<file path="config.mk">
export PLATFORM = sky130hd
export DESIGN_NAME = fprnd_sched
export DESIGN_NICKNAME = d
export VERILOG_FILES = /design/src/rtl/fprnd_sched.sv
export SDC_FILE = /design/constraint.sdc
export NUM_CORES = 1
export LEC_CHECK = 0
export ABC_AREA = 0
export ABC_CLOCK_PERIOD_IN_PS = 3700
export CAP_MARGIN = 5
export CORE_AREA = 2 2 226 228
export CTS_CLUSTER_DIAMETER = 30
export DETAILED_ROUTE_END_ITERATION = 10
export DIE_AREA = 0 0 228 230
export GPL_TIMING_DRIVEN = 0
export PLACE_DENSITY = 0.53
export SLEW_MARGIN = 10
export SYNTH_ARGS = -nofsm -noshare
export SYNTH_HDL_FRONTEND = slang
export SYNTH_SLANG_ARGS = --single-unit
export TNS_END_PERCENT = 1
</file>
<file path="constraint.sdc">
create_clock -name clk -period 3.7 [get_ports clk]
set_clock_uncertainty 0.15 [all_clocks]
set_input_delay 0.74 -clock clk [delete_from_list [all_inputs] [get_ports clk]]
set_output_delay 0.74 -clock clk [all_outputs]
set_load 0.03 [all_outputs]
</file>
<file path="src/rtl/fprnd_sched.sv">
// Round-robin share of one fprnd datapath among FADD/FMUL/CVT: S1 issue reg -> fprnd -> S2 result reg.
// Latency 2 cycles handshake-to-out_vld; out_rdy low stalls S2, then S1, then req_rdy when S1 is full.
module fprnd_sched #(
  parameter int NREQ = 3,
  parameter int TAGW = 9
) (
  input  logic                 clk,
  input  logic                 rst_n,
  input  logic [NREQ-1:0]      req_vld,
  output logic [NREQ-1:0]      req_rdy,
  input  logic [NREQ*81-1:0]   req_A,
  input  logic [NREQ-1:0]      req_rbit,
  input  logic [NREQ-1:0]      req_tail,
  input  logic [NREQ-1:0]      req_rndbit,
  input  logic [NREQ*3-1:0]    req_rmode,
  input  logic [NREQ*4-1:0]    req_fmt,
  input  logic [NREQ*TAGW-1:0] req_tag,
  input  logic [2:0]           csr_rmode,
  input  logic                 csr_clr_nx,
  input  logic                 flush,
  output logic [80:0]          rnd_A,
  output logic                 rnd_rbit,
  output logic                 rnd_tail,
  output logic                 rnd_rndbit,
  output logic [2:0]           rnd_rmode,
  output logic                 rnd_isDBL,
  output logic                 rnd_isEXT,
  output logic                 rnd_toDBL,
  output logic                 rnd_toSNG,
  input  logic [79:0]          rnd_B,
  output logic                 out_vld,
  input  logic                 out_rdy,
  output logic [79:0]          out_B,
  output logic [TAGW-1:0]      out_tag,
  output logic [1:0]           out_src,
  output logic                 fflag_nx
);

  typedef struct packed {
    logic [80:0]     a;
    logic            rbit;
    logic            tail;
    logic            rndbit;
    logic [2:0]      rmode;
    logic [3:0]      fmt;
    logic [TAGW-1:0] tag;
  } op_t;

  op_t             s1_op, nxt_op;
  logic            s1_vld;
  logic [1:0]      s1_src;
  logic            s2_vld;
  logic [79:0]     s2_b;
  logic [TAGW-1:0] s2_tag;
  logic [1:0]      s2_src;
  logic [1:0]      ptr;

  logic            s2_stall, s1_adv, s1_open;
  logic            gnt_vld, take;
  logic [1:0]      gnt_idx;
  logic [2:0]      gnt_rmode;

  function automatic logic [1:0] rr_idx(input logic [1:0] base, input int k);
    int s;
    s = int'(base) + k;
    if (s >= NREQ) s = s - NREQ;
    return s[1:0];
  endfunction

  assign s2_stall = s2_vld & ~out_rdy;
  assign s1_adv   = s1_vld & ~s2_stall;
  assign s1_open  = ~s1_vld | s1_adv;

  // Scan from the farthest slot back to ptr so the first requester at or after ptr wins.
  always_comb begin
    gnt_vld = 1'b0;
    gnt_idx = '0;
    for (int k = NREQ - 1; k >= 0; k--) begin
      if (req_vld[rr_idx(ptr, k)]) begin
        gnt_vld = 1'b1;
        gnt_idx = rr_idx(ptr, k);
      end
    end
  end

  assign take = rst_n & s1_open & ~flush & gnt_vld;

  always_comb begin
    req_rdy = '0;
    if (take) req_rdy[gnt_idx] = 1'b1;
  end

  always_comb begin
    gnt_rmode     = req_rmode[int'(gnt_idx)*3 +: 3];
    nxt_op.a      = req_A[int'(gnt_idx)*81 +: 81];
    nxt_op.rbit   = req_rbit[gnt_idx];
    nxt_op.tail   = req_tail[gnt_idx];
    nxt_op.rndbit = req_rndbit[gnt_idx];
    nxt_op.rmode  = (gnt_rmode == 3'b111) ? csr_rmode : gnt_rmode;
    nxt_op.fmt    = req_fmt[int'(gnt_idx)*4 +: 4];
    nxt_op.tag    = req_tag[int'(gnt_idx)*TAGW +: TAGW];
  end

  always_ff @(posedge clk or negedge rst_n) begin
    if (!rst_n) begin
      s1_vld <= 1'b0;
      s1_op  <= '0;
      s1_src <= '0;
      ptr    <= '0;
    end else begin
      if (flush)        s1_vld <= 1'b0;
      else if (s1_open) s1_vld <= gnt_vld;
      if (take) begin
        s1_op  <= nxt_op;
        s1_src <= gnt_idx;
        ptr    <= rr_idx(gnt_idx, 1);
      end
    end
  end

  always_ff @(posedge clk or negedge rst_n) begin
    if (!rst_n) begin
      s2_vld <= 1'b0;
      s2_b   <= '0;
      s2_tag <= '0;
      s2_src <= '0;
    end else begin
      if (s1_adv) begin
        s2_b   <= rnd_B;
        s2_tag <= s1_op.tag;
        s2_src <= s1_src;
      end
      if (flush)                  s2_vld <= 1'b0;
      else if (s1_adv)            s2_vld <= 1'b1;
      else if (s2_vld && out_rdy) s2_vld <= 1'b0;
    end
  end

  // Clear wins over a same-cycle set; a flushed operand never reports inexact.
  always_ff @(posedge clk or negedge rst_n) begin
    if (!rst_n)                fflag_nx <= 1'b0;
    else if (csr_clr_nx)       fflag_nx <= 1'b0;
    else if (s1_adv && !flush) fflag_nx <= fflag_nx | s1_op.rbit | s1_op.tail;
  end

  assign rnd_A      = s1_op.a;
  assign rnd_rbit   = s1_op.rbit;
  assign rnd_tail   = s1_op.tail;
  assign rnd_rndbit = s1_op.rndbit;
  assign rnd_rmode  = s1_op.rmode;
  assign rnd_isDBL  = s1_op.fmt[3];
  assign rnd_isEXT  = s1_op.fmt[2];
  assign rnd_toDBL  = s1_op.fmt[1];
  assign rnd_toSNG  = s1_op.fmt[0];

  assign out_vld = s2_vld;
  assign out_B   = s2_b;
  assign out_tag = s2_tag;
  assign out_src = s2_src;

endmodule

</file>
==> qor.txt <==
ROUTE
--------------------------------------------------------------------------------------------------------
Via count                                                                                           9122
1st-iter DRT viols                                                                                   338
Number of vias per cell after detailed routing                                                     4.181
Count of TritonRoute iterations in the first routing pass                                              5
Routed len/inst                                                                                 18.94 um
Residual DRC count                                                                                     0
Post-route antenna net violation count                                                                 0
Final routed wirelength across all metal layers                                                 41330 um

CLOCKING
--------------------------------------------------------------------------------------------------------
Number of H-tree levels                                                                                4
TritonCTS clock tree                                                                                 yes
CTS Buf Count                                                                                         17
Clock latency of the later-clocked register in the worst-skew pair                               0.48 ns
Num Clock Sinks                                                                                      198
CTS Root Cell                                                                               sky130_fd_sc_hd__clkbuf_16
Clock Path Buffers                                                                                     2
Post-CTS clock slew at the launch and capture registers of the worst setup and hold paths        0.08 ns

STA
--------------------------------------------------------------------------------------------------------
Final Slew Violations                                                                                  0
Actual slew at the worst max-slew pin                                                          0.8794 ns
Final count of negative-setup-slack endpoints                                                          0
Summed negative setup slack over all endpoints                                                      0 ns
Highest attainable clock frequency                                                             275.6 MHz
Final hold violation count                                                                             0
Final worst path period share                                                                     98.05%
Final min period                                                                                3.628 ns
Final worst slack                                                                             0.07218 ns
Worst relative slew slack                                                                         41.37%
RSZ-0062 raised after global routing                                                                 yes

GLOBAL ROUTE
--------------------------------------------------------------------------------------------------------
Vias in the first global route                                                                      9757
Wire length of the first global-routing pass                                                    61050 um
Layer with the highest usage                                                                        met2
Aggregate global routing overflow                                                                      0
Maximum number of pins on one net before global-route repair                                         103
Initial antenna violation count                                                                        2
Met1 Resource Use GR                                                                              18.71%
Global routing usage summed across all routing layers                                             15.58%
Met2 Usage GRT                                                                                    26.97%
Met3 Resource Use GR                                                                              4.315%

FLOORPLANNING
--------------------------------------------------------------------------------------------------------
Die X-Extent                                                                                      228 um
Effective utilization at floorplan                                                                19.74%
Top-Level Pins                                                                                       578
Area enclosed by the die boundary                                                             52440 um^2
Core Area                                                                                     49860 um^2
Die span in y                                                                                     230 um
Row count                                                                                             82

OUTCOME
--------------------------------------------------------------------------------------------------------
Run status                                                                                  complete, no violations

LOGIC SYNTHESIS
--------------------------------------------------------------------------------------------------------
Number of enable-type register cells in the synthesized netlist                                        0
Number of distinct library cells after synthesis                                                      35
Most instantiated flip-flop cell in the synthesis netlist                                   sky130_fd_sc_hd__dfrtp_1
Number of nets in the synthesized netlist                                                           1288
FF+latch count, synth                                                                                198
Warnings, synthesis                                                                                    0
Post-Synthesis Cell Area                                                                       9841 um^2
Async S/R FF share, synth                                                                         100.0%
Sequential area share after synthesis                                                             50.35%
Synthesized netlist cell count                                                                       892
Syn Area/Cell                                                                                 11.03 um^2

PWR
--------------------------------------------------------------------------------------------------------
Peak supply drop                                                                               0.3527 mV
Total power                                                                                     15430 uW
Clock share of power                                                                               11.9%
Static Leakage                                                                               0.007064 uW
Part of the power in registers                                                                     24.5%
Proportion of total power due to net switching                                                    44.36%
Share of power burned in combinational logic                                                       63.5%
Power dissipated by switching net loads                                                          6846 uW
Internal power                                                                                   8586 uW
PD cells                                                                                    891.9 nW/um^2

FINAL LAYOUT
--------------------------------------------------------------------------------------------------------
Layout cell share with drive strength beyond 1                                                    18.74%
Post-route standard cell area excluding fillers                                               17300 um^2
Final net count                                                                                     1893
Diode insertion count for antenna repair                                                               0
Synthesis-to-finish area growth                                                                   75.82%
Core occupancy in the finished layout                                                             34.70%

SETUP PATH
--------------------------------------------------------------------------------------------------------
Minimum setup slack among reg-to-reg paths                                                       0.23 ns
Crit path required time                                                                          2.81 ns
Arrival @ worst endpoint                                                                         2.74 ns
Critical path fanouts, max                                                                            10
Critical path type                                                                          flop to primary output
Capture point of the worst reg-to-reg path                                                  rnd_A[69]$_DFFE_PN0P_
Type of element launching the critical path                                                         flop
Depth of the worst register-to-register path                                                          13
Crit end category                                                                           primary output
Source of the worst register-to-register timing path                                        ptr[1]$_DFFE_PN0P_

FLOW RUN
--------------------------------------------------------------------------------------------------------
Max-cap viol count                                                                                     0

PLACED DESIGN
--------------------------------------------------------------------------------------------------------
Dpl hpwl                                                                                        32830 um
Number of input and output port buffers inserted                                                     577
DP Worst Slack                                                                                 -1.527 ns
Placer's final routability congestion estimate                                                    0.8491
Post-DP Area                                                                                  16520 um^2

MIN PATH
--------------------------------------------------------------------------------------------------------
Min-delay worst type                                                                        primary input to async pin

## metal layers
metal	routed length, um	up-vias
met2	20760	317
met1	17450	4434
met5	30	-
met4	714	4
li1	-	4329
met3	2370	38
## synthesized netlist by cell type (4+ instances only)
master | instances | area, um^2
sky130_fd_sc_hd__a22oi_1 | 49 | 367.9
sky130_fd_sc_hd__a22oi_2 | 9 | 112.6
sky130_fd_sc_hd__buf_2 | 22 | 110.1
sky130_fd_sc_hd__buf_1 | 4 | 15.01
sky130_fd_sc_hd__nor2_1 | 108 | 405.4
sky130_fd_sc_hd__inv_1 | 6 | 22.52
sky130_fd_sc_hd__o21ai_0 | 43 | 215.2
sky130_fd_sc_hd__dfrtp_1 | 198 | 4955
sky130_fd_sc_hd__a221o_1 | 58 | 580.6
sky130_fd_sc_hd__ha_1 | 5 | 62.56
sky130_fd_sc_hd__mux2i_1 | 45 | 450.4
sky130_fd_sc_hd__nand2_1 | 48 | 180.2
sky130_fd_sc_hd__nor3_1 | 4 | 20.02
sky130_fd_sc_hd__mux2_2 | 96 | 1081
sky130_fd_sc_hd__nor2b_1 | 5 | 31.28
sky130_fd_sc_hd__a21oi_1 | 40 | 200.2
sky130_fd_sc_hd__clkbuf_1 | 37 | 138.9
sky130_fd_sc_hd__buf_6 | 4 | 45.04
sky130_fd_sc_hd__buf_4 | 86 | 645.6
## power by group through the flow
stage	logic, uW	registers, uW	clock network, uW
after floorplan	4790	4780	0
after global placement	9650	3800	0
after detailed placement	9700	3820	0
after CTS	9960	3790	1940
after global routing	10500	3920	2000
final	9800	3790	1840
## cell usage in the layout, fill, tap and decap left out, drive strengths merged, types with 45 or more instances in the layout
| cell | count |
|---|---|
| a221o | 58 |
| a22oi | 58 |
| buf | 130 |
| clkbuf | 54 |
| clkdlybuf4s50 | 571 |
| dfrtp | 198 |
| mux2 | 96 |
| mux2i | 45 |
| nand2 | 48 |
| nor2 | 108 |
## worst max-delay path, stage by stage, from the launching register on
cell	delay, ns
sky130_fd_sc_hd__dfrtp_2	0.47
sky130_fd_sc_hd__inv_2	0.07
sky130_fd_sc_hd__ha_4	0.17
sky130_fd_sc_hd__buf_6	0.13
sky130_fd_sc_hd__mux2i_1	0.11
sky130_fd_sc_hd__o21a_2	0.27
sky130_fd_sc_hd__a311oi_4	0.39
sky130_fd_sc_hd__buf_6	0.19
sky130_fd_sc_hd__inv_6	0.05
sky130_fd_sc_hd__ha_2	0.17
sky130_fd_sc_hd__inv_2	0.06
sky130_fd_sc_hd__nor2_4	0.04
sky130_fd_sc_hd__buf_6	0.13
## per-stage QoR
step	hold WS [ns]	cells
finish	0.1106	2182
global route	0.1342	2182
CTS	0.1015	2182
detailed placement	0.3212	2143
global placement	0.3129	2141
floorplan	0.2944	892
## logic make-up (layout without fill, tap and decap cells)
family                   after synthesis  count (layout)  synth area share (%)
multiplexers                         141             141                 15.56
adder cells (fa/ha/maj)                5               5                0.6357
AO/OA/AOI/OAI                        212             212                 16.21
flip-flops                           198             198                 50.35
AND/OR/NAND/NOR                      176             176                 7.273
buffers and inverters                160             778                 9.968
## flip-flops by register name, summed over array words and instances (netlist names), 2 cells and up
| name | cells |
|---|---|
| out_tag | 9 |
| rnd_rmode | 3 |
| out_src | 2 |
| ptr | 2 |
| out_B | 80 |
| s1_op | 9 |
| s1_src | 2 |
| rnd_A | 81 |
## how the worst max path moves through the flow
stage / start / endpoint / slack [ns] / cells after the start
finish: ptr[1]$_DFFE_PN0P_ / req_rdy[1] / 0.07 / 12
global route: ptr[1]$_DFFE_PN0P_ / req_rdy[1] / -0.05 / 12
CTS: ptr[1]$_DFFE_PN0P_ / req_rdy[2] / -0.01 / 12
floorplan: ptr[0]$_DFFE_PN0P_ / req_rdy[2] / 0.17 / 11
detailed placement: req_vld[1] / req_rdy[2] / -1.53 / 11
global placement: rst_n / req_rdy[1] / -9.21 / 7
## cell type report
cell class | instances | area (um^2)
plain buffers | 151 | 1003
clock buffers | 19 | 442.9
clock inverters | 13 | 121.4
fillers | 5095 | 32560
inverters | 7 | 31.28
multi-input cells | 534 | 3991
flip-flops and latches | 198 | 4956
well taps | 672 | 840.8
repair buffers | 588 | 5914
## timing repair
action	4_1_cts	5_1_grt
pin swaps	8	3
gates resized for setup	57	10
endpoints found under the hold margin	13	0
setup endpoints to repair	3	3
setup buffers	7	1
hold buffers	1	0
(Power assumes the default switching activity.)
==> RTL change 1, RTL diff (same settings) <==
Register the output `fflag_nx` once more, cleared by the reset; this adds one clock of latency there. The other outputs are not delayed to match.
--- a/src/rtl/fprnd_sched.sv
+++ b/src/rtl/fprnd_sched.sv
@@ -47,2 +47,4 @@
   } op_t;
+
+  logic fflag_nx_s0;
 
@@ -140,5 +142,5 @@
   always_ff @(posedge clk or negedge rst_n) begin
-    if (!rst_n)                fflag_nx <= 1'b0;
-    else if (csr_clr_nx)       fflag_nx <= 1'b0;
-    else if (s1_adv && !flush) fflag_nx <= fflag_nx | s1_op.rbit | s1_op.tail;
+    if (!rst_n)                fflag_nx_s0 <= 1'b0;
+    else if (csr_clr_nx)       fflag_nx_s0 <= 1'b0;
+    else if (s1_adv && !flush) fflag_nx_s0 <= fflag_nx_s0 | s1_op.rbit | s1_op.tail;
   end
@@ -160,2 +162,10 @@
 
+  always_ff @(posedge clk or negedge rst_n) begin
+    if (!rst_n) begin
+      fflag_nx <= '0;
+    end else begin
+      fflag_nx <= fflag_nx_s0;
+    end
+  end
+
 endmodule
Check against the original RTL: not equivalent (a bounded check fails within 4 cycles, from zero or initial values and one cycle with rst_n low).
==> RTL change 1 against the unedited design <==
- final area is 0.98% higher
- sequential cell count rose by 1
- core utilization is 0.34 points higher
- power rose by 1.8%
- area after synthesis is essentially flat
- wire length rose by 2.7%
- sequential share of layout area down 0.14 points
- global-route usage grew 0.37 points
- via count is 1.8% higher
- synthesized cell count up 0.22%
- setup slack better by 5.3 ps
- largest cell class unchanged
==> RTL change 1: results (changes against the unedited design) <==
metric,value,unit,change
CP max FO,6,,was 10
crit path capture,req_rdy[0],,was req_rdy[1]
Area after DPL,16500,um^2,about the same
total power,0.0157,W,was 0.0154 W
Synth Area in Adders,0.00636,,about the same
worst vdd ir,355,uV,was 353 uV
largest net degree at the start of global routing,94,,was 103
Least-Margin Pin Slew,1040,ps,was 879 ps
status,completed,,unchanged
setup slack at placement,-1770,ps,was -1530 ps
post-synthesis mux area share,0.157,,was 0.156
Final HPWL DP,33.2,mm,was 32.8 mm
drt pass-1 iters,6,,was 5
Cell variety after synth,33,,was 35
Layout Cells excl Fill,2199,,was 2182
Crit path largest cell delay,410,ps,was 470 ps
Post-Synthesis Cells,894,,was 892
CP top delay family,buffers and inverters,,was compound AO/OA/AOI/OAI gates
detail-routed via count per cell,4.22,,was 4.18
Post-Route WL,42.4,mm,was 41.3 mm
Pleak,7.20,nW,was 7.06 nW
post-CTS sizing,52,,was 57
switching share of power,0.444,,about the same
Clock Power,0.00192,W,was 0.00184 W
Post-Syn Nets,1290,,was 1288
post-synthesis compound-gate area fraction,0.157,,was 0.162
R2R depth,14,,was 13
fin nets,1906,,was 1893
Crit. Startpoint,ptr[0],,was ptr[1]
RePlAce Congestion,0.846,,was 0.849
slowest CP cell,dfrtp_1,,was dfrtp_2
sequential fraction of the synthesis area,0.506,,was 0.503
Comb pwr share,0.637,,was 0.635
final worst slack,77.5,ps,was 72.2 ps
RTL change 1: area by class of cell:
type / instances / area (um^2)
flip-flops and latches: 199 / 4980
repair buffers: 599 / 6020
clock buffers: 17 / 425
plain buffers: 150 / 1010
diodes: 4 / 10.0
clock inverters: 15 / 163
multi-input cells: 536 / 3990
inverters: 7 / 33.8
fillers: 5084 / 32400
well taps: 672 / 841
RTL change 1: per-layer routing:
layer,part of all wire,up-vias,track usage
met4,0.020,0,0.0525
met2,0.51,343,0.275
met5,0,-,0
met3,0.061,42,0.0453
met1,0.41,4538,0.190
li1,-,4366,-
RTL change 1: worst min-delay path by stage:
stage / start / endpoint / slack (ps) / depth (start not counted)
2_1_floorplan: fflag_nx_s0 / fflag_nx / 200 / 0
3_3_place_gp: fflag_nx_s0 / fflag_nx / 210 / 0
3_5_place_dp: fflag_nx_s0 / fflag_nx / 230 / 0
4_1_cts: rst_n / out_B[47] / 90 / 2
5_1_grt: rst_n / out_B[44] / 110 / 2
6_report: rst_n / out_B[47] / 80 / 2
==> RTL change 2, RTL diff (config.mk and constraints unchanged) <==
Without the edit above. Change the parameter `NREQ` from 3 to 2.
--- a/src/rtl/fprnd_sched.sv
+++ b/src/rtl/fprnd_sched.sv
@@ -3,3 +3,3 @@
 module fprnd_sched #(
-  parameter int NREQ = 3,
+  parameter int NREQ = 2,
   parameter int TAGW = 9
Ports: changed (9 resized); port bits go from 578 to 476. The function was not compared with the original's and may differ.
==> RTL change 2 against the unedited design <==
- die area is the same
- final area down 12%
- non-clock buffer count decreased by 133
- setup slack improved by 50 ps
- fmax up 1.4%
- synthesized cell count fell by 14%
- global-route usage down 2.8 points
- sequential cell count unchanged
- wire length decreased by 20%
- area after synthesis fell by 9.4%
Power is not compared: it rests on default switching activity, and its combinational part moved more than twofold at a synthesized area within 25%.
==> RTL change 2: results (changes against the unedited design) <==
metric,value,unit,change
status,completed,,unchanged
port buffer count,473,,was 577
"Reg clk slew, reported paths",70,ps,
Hold Slack,98.0,ps,was 111 ps
seq pwr,0.00275,W,
post-synthesis compound-gate area fraction,0.0689,,was 0.162
Clock Path Buffers,2,,unchanged
crit path capture,req_rdy[1],,unchanged
Synth Area in Adders,0,,was 0.00636
largest net degree at the start of global routing,62,,was 103
worst reg2reg path startpoint,s1_vld,,was ptr[1]
share of cells above drive strength 1,0.180,,was 0.187
Crit. Startpoint,out_rdy,,was ptr[1]
M1 GR Usage,0.148,,was 0.187
met2 GRT Util,0.216,,was 0.270
DRT antenna net count,0,,unchanged
Largest register FFs,81,,unchanged
R2R depth,7,,was 13
antenna violations before repair,0,,was 2
Total Routing Usage GR,0.128,,was 0.156
Synth Warn #,0,,unchanged
Iter 0 DRT Violations,225,,was 338
routed len/inst,17.0,um,was 18.9 um
reg2reg end,s1_op[3],,was rnd_A[69]
CP top delay family,buffers and inverters,,was compound AO/OA/AOI/OAI gates
"reg-to-reg slack, setup",1040,ps,was 230 ps
first-pass GRT wire length,49.5,mm,was 61.1 mm
H-tree Lvls,4,,unchanged
sequential fraction of the synthesis area,0.556,,was 0.503
post-synthesis mux area share,0.221,,was 0.156
synth cell count leaders,"dfrtp_1 (198), nand2_1 (104), mux2i_1 (94)",,"was dfrtp_1 (198), nor2_1 (108), mux2_2 (96)"
fin nets,1549,,was 1893
Crit path largest cell delay,540,ps,was 470 ps
CTS buffer count,17,,unchanged
vias after detailed routing,7389,,was 9122
Cell variety after synth,32,,was 35
switching share of power,0.345,,
RePlAce Congestion,0.808,,was 0.849
drt pass-1 iters,6,,was 5
CP max FO,10,,unchanged
slowest CP cell,or4b_1,,was dfrtp_2
dominant cells by area after synthesis,"dfrtp_1 (56%), mux2_2 (11%), mux2i_1 (11%), buf_4 (7.1%), o21ai_0 (4.9%)",,"was dfrtp_1 (50%), mux2_2 (11%), buf_4 (6.6%), a221o_1 (5.9%), mux2i_1 (4.6%)"
Final HPWL DP,26.0,mm,was 32.8 mm
Least-Margin Pin Slew,1030,ps,was 879 ps
Post-Syn Nets,1053,,was 1288
vias in the first global route,7821,,was 9757
grt met3 use,0.0479,,was 0.0432
==> RTL change 2: changes by cell type in the layout (fill, tap and decap cells not counted), sizes merged, moves of 6 or more <==
cell | before | now
nand2 | 48 | 104
mux2i | 45 | 94
o21ai | 44 | 94
nor2 | 108 | 12
a221o | 58 | 0
clkbuf | 54 | 48
a22oi | 58 | 0
clkdlybuf4s50 | 571 | 470
a21oi | 40 | 7
buf | 130 | 103
==> RTL change 2: per-stage QoR <==
stage	cells	area, um^2	setup WS, ps	utilization	TNS (ps)
3_5_place_dp	1910	14600	-1330	0.292	-5820
2_1_floorplan	763	8910	477	-	0
3_3_place_gp	1908	14500	-8450	0.291	-2228190
4_1_cts	1942	15200	24.6	0.305	0
6_report	1944	15200	122	0.306	0
5_1_grt	1944	15200	33.0	0.306	0
==> RTL change 2: cell type report <==
| cell class | instances | area (um^2) |
|---|---|---|
| fillers | 5293 | 34600 |
| flip-flops and latches | 198 | 4950 |
| repair buffers | 480 | 4880 |
| multi-input cells | 433 | 3160 |
| well taps | 672 | 841 |
| plain buffers | 126 | 808 |
| clock buffers | 17 | 425 |
| clock inverters | 15 | 163 |
| inverters | 3 | 11.3 |
==> RTL change 2: what timing repair did <==
| action | 4_1_cts | 5_1_grt |
|---|---|---|
| hold buffers | 1 | 0 |
| pin swaps | 2 | 1 |
| cloned | 1 | 0 |
| buffers inserted | 1 | 2 |
| endpoints found under the setup margin | 2 | 2 |
| endpoints found under the hold margin | 56 | 0 |
| gates resized for setup | 19 | 2 |
==> RTL change 2: per-layer routing <==
metal / vias up / wire length (um)
li1: 3528 / -
met1: 3516 / 13900
met2: 317 / 16100
met3: 28 / 2610
met4: 0 / 567
met5: - / 0
